### config.mk
export PLATFORM = sky130hd
export DESIGN_NAME = ifetch_queue
export DESIGN_NICKNAME = d
export VERILOG_FILES = /design/src/rtl/ifq_pkg.sv /design/src/rtl/ifq_fifo.sv /design/src/rtl/ifetch_queue.sv
export SDC_FILE = /design/constraint.sdc
export NUM_CORES = 1
export LEC_CHECK = 0
export CAP_MARGIN = 30
export CORE_AREA = 4 4 171 173
export DETAILED_ROUTE_END_ITERATION = 12
export DIE_AREA = 0 0 175 177
export PLACE_DENSITY = 0.74
export SLEW_MARGIN = 10
export SYNTH_ARGS = -nofsm -noshare
export SYNTH_HDL_FRONTEND = slang
export SYNTH_SLANG_ARGS = --single-unit
### constraint.sdc
create_clock -name clk -period 4.43 [get_ports clk]
set_clock_uncertainty 0.1 [all_clocks]
set_input_delay 1.329 -clock clk [delete_from_list [all_inputs] [get_ports clk]]
set_output_delay 1.329 -clock clk [all_outputs]
set_load 0.1 [all_outputs]
### src/rtl/ifq_pkg.sv
// Shared types and default parameters for the instruction fetch queue.
package ifq_pkg;

    localparam int          IFQ_DEPTH    = 4;
    localparam int          IFQ_MAX_OUT  = 2;
    localparam logic [31:0] IFQ_RESET_PC = 32'h0000_0000;

    typedef enum logic {
        RUN   = 1'b0,
        DRAIN = 1'b1
    } ifq_state_e;

    typedef struct packed {
        logic [31:0] inst;
        logic [31:0] pc;
    } ifq_entry_t;

endpackage

### src/rtl/ifq_fifo.sv
// Circular instruction buffer: one push and a pop of one or two entries per cycle.
module ifq_fifo
    import ifq_pkg::*;
#(
    parameter int DEPTH = IFQ_DEPTH,
    localparam int AW = $clog2(DEPTH),
    localparam int CW = $clog2(DEPTH + 1)
) (
    input  logic          clk,
    input  logic          rst,
    input  logic          flush,
    input  logic          push,
    input  ifq_entry_t    push_data,
    input  logic          pop1,
    input  logic          pop2,
    output ifq_entry_t    head,
    output logic [31:0]   second_inst,
    output logic [CW-1:0] count
);

    ifq_entry_t    mem [DEPTH];
    logic [AW-1:0] head_ptr;
    logic [AW-1:0] tail_ptr;
    logic [CW-1:0] pop_n;

    assign pop_n = pop2 ? CW'(2) : (pop1 ? CW'(1) : '0);

    always_ff @(posedge clk or negedge rst) begin
        if (!rst) begin
            head_ptr <= '0;
            tail_ptr <= '0;
            count    <= '0;
        end else if (flush) begin
            head_ptr <= '0;
            tail_ptr <= '0;
            count    <= '0;
        end else begin
            if (push)
                tail_ptr <= tail_ptr + 1'b1;
            head_ptr <= head_ptr + AW'(pop_n);
            count    <= count + CW'(push) - pop_n;
        end
    end

    // Payload needs no reset; validity lives entirely in count.
    always_ff @(posedge clk) begin
        if (push && !flush)
            mem[tail_ptr] <= push_data;
    end

    assign head        = mem[head_ptr];
    assign second_inst = mem[head_ptr + 1'b1].inst;

endmodule

### src/rtl/ifetch_queue.sv
// Instruction fetch queue: in-order fetch with bounded outstanding requests and redirect drain.
// Define IFQ_PEEK2_EN to expose the second entry and enable fused-pair pop.
module ifetch_queue
    import ifq_pkg::*;
#(
    parameter int          DEPTH    = IFQ_DEPTH,
    parameter int          MAX_OUT  = IFQ_MAX_OUT,
    parameter logic [31:0] RESET_PC = IFQ_RESET_PC
) (
    input  logic        clk,
    input  logic        rst,
    input  logic        redirect,
    input  logic [31:0] redirect_pc,
    input  logic        deq_ready,
    input  logic        pop2,
    output logic        inst_valid,
    output logic [31:0] inst_out,
    output logic [31:0] inst_pc,
    output logic        next_valid,
    output logic [31:0] next_inst,
    output logic        mem_req,
    output logic [31:0] mem_addr,
    input  logic        mem_gnt,
    input  logic        mem_rvalid,
    input  logic [31:0] mem_rdata
);

    localparam int CW = $clog2(DEPTH + 1);
    localparam int OW = $clog2(MAX_OUT + 1);

`ifdef IFQ_PEEK2_EN
    localparam bit PEEK2 = 1'b1;
`else
    localparam bit PEEK2 = 1'b0;
`endif

    ifq_state_e    state;
    logic [31:0]   fpc;
    logic [31:0]   rpc;
    logic [OW-1:0] outstanding;
    logic [OW-1:0] drop_cnt;
    logic [OW-1:0] out_nxt;
    logic [CW-1:0] count;
    logic          grant;
    logic          push;
    logic          pop1;
    logic          pop2_eff;
    ifq_entry_t    head;
    logic [31:0]   second_inst;

    // Requests depend only on registered state, so they hold until granted.
    assign mem_req  = rst && (state == RUN) &&
                      (int'(count) + int'(outstanding) < DEPTH) &&
                      (int'(outstanding) < MAX_OUT);
    assign mem_addr = fpc;
    assign grant    = mem_req && mem_gnt;

    assign push     = mem_rvalid && (state == RUN) && !redirect;
    assign pop2_eff = PEEK2 && pop2 && (count >= CW'(2)) && !redirect;
    assign pop1     = !pop2_eff && deq_ready && inst_valid && !redirect;
    assign out_nxt  = outstanding + OW'(grant) - OW'(mem_rvalid);

    assign inst_valid = (count != '0);
    assign inst_out   = head.inst;
    assign inst_pc    = head.pc;
    assign next_valid = PEEK2 && (count >= CW'(2));
    assign next_inst  = PEEK2 ? second_inst : '0;

    // rpc is the address owed to the next response that will be kept.
    always_ff @(posedge clk or negedge rst) begin
        if (!rst) begin
            state       <= RUN;
            fpc         <= RESET_PC;
            rpc         <= RESET_PC;
            outstanding <= '0;
            drop_cnt    <= '0;
        end else begin
            outstanding <= out_nxt;
            if (grant)
                fpc <= fpc + 32'd4;
            if (push)
                rpc <= rpc + 32'd4;
            if (state == DRAIN && mem_rvalid) begin
                drop_cnt <= drop_cnt - 1'b1;
                if (drop_cnt == OW'(1))
                    state <= RUN;
            end
            if (redirect) begin
                fpc <= redirect_pc;
                rpc <= redirect_pc;
                if (state == RUN && out_nxt != '0) begin
                    state    <= DRAIN;
                    drop_cnt <= out_nxt;
                end
            end
        end
    end

    ifq_fifo #(.DEPTH(DEPTH)) u_fifo (
        .clk        (clk),
        .rst        (rst),
        .flush      (redirect),
        .push       (push),
        .push_data  ('{inst: mem_rdata, pc: rpc}),
        .pop1       (pop1),
        .pop2       (pop2_eff),
        .head       (head),
        .second_inst(second_inst),
        .count      (count)
    );

endmodule

==> run metrics, run 1 <==
Die H=177 µm; WP data arrival=2.53 ns; number of fill cells=2,098; clock insertion delay at the later pin of the skew report=0.50 ns; routed vias/inst=5.39; multi-input logic area=0.00381 mm²; vias in the first global route=7,808; maximum clock rate=252 MHz; Pwr Density=540 mW/mm²; initial drt markers=383; Detailed Routing Iterations Pass 1=5; Post-synth EDFFs=256; CP Data Required Time=3.00 ns; RSZ-0062 raised after global routing=no; Mapped Cells=784; post_cts resized=0; Total Routed Length=28.1 mm; CTS tree=built; Final Wtd Congestion=0.840; Crit-path slowest cell=or4b_4; top-area cell type share of the netlist area=56.1%; vias=7,459; CTS sink cnt=332; WS Path Type=input pin to output port; H-tree Lvls=2; setup TNS=0 ns; Port-buffer cells=167; Seq. cell area=0.00960 mm²; Max Slew Vio Count=0; largest net degree at the start of global routing=62; final hold vios=0; clk root buf=clkbuf_16; Die Span X=175 µm; IO Count=202; Layout area overhead=23.5%; Ant. Diodes=0; crit path capture type=output port; Core Rows=61; Reg clk slew, reported paths=0.06 ns; clock buffer depth=3; cts hold-fix bufs=0; Synth Cell Area=0.0137 mm²; ys async rst share=22.9%; CP cell instances=buf_4 > or4b_4 > or2_1 > nor2_4 > buf_12; CP peak stage delay=0.49 ns; Final Cell Area=0.0169 mm²; core area=0.0276 mm²; Post-DP HPWL=18.5 mm; endpoints failing setup=0; Starting Density=49.6%; CP max FO=4; cell taking the most area after synthesis=edfxtp_1; post-route ant nets=0; largest cells by area after synthesis=edfxtp_1, dfrtp_1, mux4_2; layout cell share with drive strength beyond 1=25.4%; Setup Buffers After CTS=0; register area share after synthesis=70.0%; Yosys cell types=49; Peak VDD IR=0.270 mV; WL per Instance=20.3 µm; minimum clock period=3.96 ns; CTS Buf Count=35; min-delay worst type=register to register; Placement Cell Area=0.0158 mm²; Tightest Pin Transition=1.01 ns; Synth Flop Type=edfxtp_1; All-Layer GR Usage=18.4%; Rel. slew slack=32.7%; nets@finish=1,069; CP Launch Type=input pin; leading cell type in the layout, fill and taps excluded=edfxtp_1; gr ovfl total=0; first-pass GRT wire length=44.4 mm; Leakage=5.87 nW; max-cap viol count=0; fin crit share=89.4%; drt drc=0; Mapped Avg Cell Area=17.5 µm²; outcome=completed; Synth warnings=0; initial antenna violation count=0; most frequent cells in the layout=edfxtp_1, clkdlybuf4s50_1, buf_4, dfrtp_1, mux4_2; #FFs+latches synth=332; DIE AREA=0.0310 mm²
## through the flow
step / std cells / total power [W] / utilization, % / worst slack (ns) / hold WS (ns)
after floorplan: 816 / 0.00578 / - / 0.281 / 0.376
after global placement: 1324 / 0.00637 / 57.2 / 0.476 / 0.393
after detailed placement: 1325 / 0.00639 / 57.2 / 0.467 / 0.421
after CTS: 1385 / 0.00923 / 61.2 / 0.458 / 0.435
after global routing: 1385 / 0.00949 / 61.2 / 0.424 / 0.450
final: 1385 / 0.00914 / 61.2 / 0.469 / 0.430
## cell type report
class	count	share of cell area [%]
Timing Repair Buffer	193	10.9
Multi-Input combinational cell	401	22.5
Inverter	21	0.466
Sequential cell	332	56.7
Clock inverter	14	0.843
Tap cell	378	2.80
Clock buffer	46	5.73
## power breakdown
group	switching [W]	internal (W)
Combinational	0.00182	0.000699
Clock	0.00111	0.00171
Sequential	0.000198	0.00359
## critical path, delay by kind of cell
| family | cells | cell delay (ns) |
|---|---|---|
| AND/OR/NAND/NOR | 3 | 0.91 |
| buffers and inverters | 2 | 0.28 |
## flip-flops by register name (all words and copies together) (netlist names)
| register | cells |
|---|---|
| drop_cnt | 2 |
| outstanding | 2 |
| mem_addr | 32 |
| u_fifo.head_ptr | 2 |
| u_fifo.tail_ptr | 2 |
| u_fifo.mem | 256 |
| state | 1 |
| rpc | 32 |
| u_fifo.count | 3 |
## cell families after synthesis
kind of cell / after synthesis / share of synthesized area (%)
buffers and inverters: 83 / 3.24
other: 1 / 0.0274
AND/OR/NAND/NOR: 151 / 6.23
multiplexers: 101 / 13.5
flip-flops: 332 / 70.0
XOR/XNOR: 58 / 3.71
adder cells (fa/ha/maj): 14 / 1.33
AO/OA/AOI/OAI: 44 / 1.91
## metal layers
layer | GRT usage (%) | share of wire, % | wire [µm] | up-vias
li1 | - | - | - | 3377
met1 | 26.8 | 45 | 12700 | 3808
met2 | 29.2 | 47 | 13300 | 230
met3 | 3.72 | 5.7 | 1600 | 44
met4 | 4.16 | 1.7 | 490 | 0
met5 | 0 | 0 | 0 | -
## path summary, 6_finish.rpt
kind,from,to,slack (ns),cells after the start
worst max-delay path,rst,mem_req,0.47,5
max in group asynchronous,rst,u_fifo.head_ptr[1]$_DFF_PN0_,2.35,3
worst max register to register,outstanding[1]$_DFF_PN0_,drop_cnt[0]$_DFF_PN0_,1.25,12
min in group asynchronous,rst,mem_addr[30]$_DFFE_PN0N_,0.71,2
worst min-delay path,rpc[1]$_DFFE_PN0P_,u_fifo.mem[3][1]$_DFFE_PP_,0.43,0
worst min register to register,rpc[1]$_DFFE_PN0P_,u_fifo.mem[3][1]$_DFFE_PP_,0.43,0
## cells in the mapped netlist (2+ instances only)
| cell type | instances |
|---|---|
| buf_1 | 10 |
| inv_1 | 21 |
| and2_1 | 4 |
| mux2i_1 | 2 |
| nor2_1 | 22 |
| nor2b_1 | 4 |
| nor4_2 | 4 |
| nor3_1 | 8 |
| xnor2_1 | 39 |
| xor2_1 | 19 |
| nand2b_1 | 3 |
| nand3_1 | 22 |
| o21ai_0 | 10 |
| a21boi_0 | 6 |
| ha_1 | 13 |
| nand2_1 | 28 |
| mux4_2 | 64 |
| a21oi_1 | 17 |
| a31oi_1 | 5 |
| mux2_2 | 35 |
| and4_1 | 4 |
| or3_1 | 4 |
| and3_1 | 16 |
| nand4_1 | 12 |
| buf_4 | 33 |
| nand3b_1 | 2 |
| clkbuf_1 | 17 |
| dfrtp_1 | 76 |
| edfxtp_1 | 256 |
| nor4_1 | 9 |
(Power assumes the default switching activity.)
==> run 2, diff against run 1 <==
CAP_MARGIN = 20   (was 30)
==> run metrics, run 2 (synthesized netlist as in run 1, its figures left out) <==
outcome=completed; CTS Buf Count=36 (+2.9%); Pwr Density=544 mW/mm² (+0.67%); Die Span X=175 µm (unchanged); first-pass GRT wire length=45.0 mm (+1.2%); Final Cell Area=0.0169 mm² (+0.20%); max-cap viol count=0 (unchanged); initial drt markers=510 (+33%); Comb pwr share=27.4% (-0.2 points); CTS tree=built; CTS sink cnt=332 (unchanged); most frequent cells in the layout=edfxtp_1, clkdlybuf4s50_1, buf_4, dfrtp_1, mux4_2; clock insertion delay at the later pin of the skew report=0.50 ns (about the same); min-delay worst type=register to register; IO Count=202 (unchanged); Placement Cell Area=0.0158 mm² (about the same); crit path capture type=output port; flop-to-flop setup slack=1.28 ns (+0.03 ns); CP Launch Type=input pin; final hold vios=0 (unchanged); endpoints failing setup=0 (unchanged); Seq pwr share=41.2% (-0.3 points); clock buffer depth=3 (unchanged); Die H=177 µm (unchanged); WHS Endpoint=mem_addr[0]$_DFFE_PN0P_; beginning of the worst hold path=mem_addr[0]$_DFFE_PN0P_; gr ovfl total=0 (unchanged); minimum clock period=3.96 ns (+0.00314 ns); CP max FO=4 (unchanged); worst hold path stage count=2 (+2); clk root buf=clkbuf_16; Setup Buffers After CTS=0 (unchanged); post_cts resized=0 (unchanged); Final Wtd Congestion=0.840 (unchanged); Ant. Diodes=0 (unchanged); reg-to-reg startpoint=outstanding[1]$_DFF_PN0_; vias in the first global route=7,917 (+1.4%); CP Data Required Time=3.00 ns (about the same); Detailed Routing Iterations Pass 1=4 (-1); vias=7,446 (-0.17%); leading cell type in the layout, fill and taps excluded=edfxtp_1; RSZ-0062 raised after global routing=no; Total Routed Length=28.4 mm (+0.84%); Starting Density=49.6% (unchanged); cts hold-fix bufs=0 (unchanged); Leakage=5.89 nW (+0.41%); fin worst setup slack=0.465 ns (-0.00315 ns); nets@finish=1,070 (+0.094%); Top reg by flops=u_fifo.mem; Max Slew Vio Count=0 (unchanged); WP data arrival=2.54 ns (about the same); layout cell share with drive strength beyond 1=25.9% (+0.52 points); Core Rows=61 (unchanged); Rel. slew slack=32.2% (-0.44 points); post-route ant nets=0 (unchanged); maximum clock rate=252 MHz (about the same); Layout area overhead=23.7%; fin cells=1,388 (+0.22%); core area=0.0276 mm² (unchanged); largest net degree at the start of global routing=62 (unchanged); max reg flops=256 (unchanged); path depth of the worst reg2reg path=12 (unchanged); fin crit share=89.5% (about the same); switching share of power=34.5% (+0.19 points); Reg-to-Reg End=drop_cnt[0]$_DFF_PN0_; total power=0.00922 W (+0.87%); Post-DP HPWL=18.4 mm (-0.38%); Port-buffer cells=167 (unchanged); DIE AREA=0.0310 mm² (unchanged); multi-input logic area=0.00381 mm² (unchanged); H-tree Lvls=2 (unchanged); Peak VDD IR=0.327 mV (+21%); drt drc=0 (unchanged); Reg clk slew, reported paths=0.06 ns (about the same); P_sw=0.00318 W (+1.4%); clock share of power=31.5% (+0.6 points); number of fill cells=2,091 (-0.33%); P_int=0.00604 W (+0.59%); placed cell count=1,324 (-0.075%); routed vias/inst=5.36 (-0.39%); initial antenna violation count=0 (unchanged); All-Layer GR Usage=18.6% (+0.25 points); Seq. cell area=0.00960 mm² (unchanged); Setup WS pre-CTS=0.470 ns (+0.00293 ns); Tightest Pin Transition=1.01 ns (+0.00655 ns); WS Path Type=input pin to output port; setup TNS=0 ns (unchanged); WL per Instance=20.4 µm (+0.62%)
[run 2: final cells by class]
| type | instances | share of cell area (%) |
|---|---|---|
| repair buffers | 193 | 10.8 |
| multi-input cells | 401 | 22.5 |
| flip-flops and latches | 332 | 56.6 |
| clock inverters | 16 | 0.989 |
| well taps | 378 | 2.79 |
| clock buffers | 47 | 5.80 |
| inverters | 21 | 0.465 |
[run 2: power groups by stage]
stage / combinational [W] / sequential (W) / clock [W]
2_1_floorplan: 0.00179 / 0.00399 / 0
3_3_place_gp: 0.00252 / 0.00384 / 0
3_5_place_dp: 0.00254 / 0.00385 / 0
4_1_cts: 0.00255 / 0.00379 / 0.00296
5_1_grt: 0.00264 / 0.00382 / 0.00311
6_report: 0.00252 / 0.00379 / 0.00290
[run 2: worst max-delay path by stage]
stage | startpoint | endpoint | slack [ns] | cells after the start
final | rst | mem_req | 0.47 | 5
after CTS | rst | mem_req | 0.46 | 5
after detailed placement | rst | mem_req | 0.47 | 5
after global placement | rst | mem_req | 0.48 | 5
after floorplan | rst | mem_req | 0.28 | 4
after global routing | rst | mem_req | 0.42 | 5
[run 2: critical path, cell delays in order]
cell and delay [ns]:
buf_4 0.10, or4b_4 0.49, or2_1 0.27, nor2_4 0.15, buf_12 0.18
[run 2: layer usage]
metal	wire [µm]	vias up	track usage (%)	part of all wire, %
met1	12700	3782	26.7	45
met4	457	0	4.32	1.6
met5	0	-	0	0
li1	-	3379	-	-
met2	13700	246	30.0	48
met3	1540	39	3.80	5.4
[run 2: through the flow]
| step | util, % | hold slack, ns |
|---|---|---|
| 2_1_floorplan | - | 0.376 |
| 6_report | 61.3 | 0.432 |
| 3_3_place_gp | 57.2 | 0.393 |
| 4_1_cts | 61.3 | 0.433 |
| 3_5_place_dp | 57.2 | 0.422 |
| 5_1_grt | 61.3 | 0.456 |
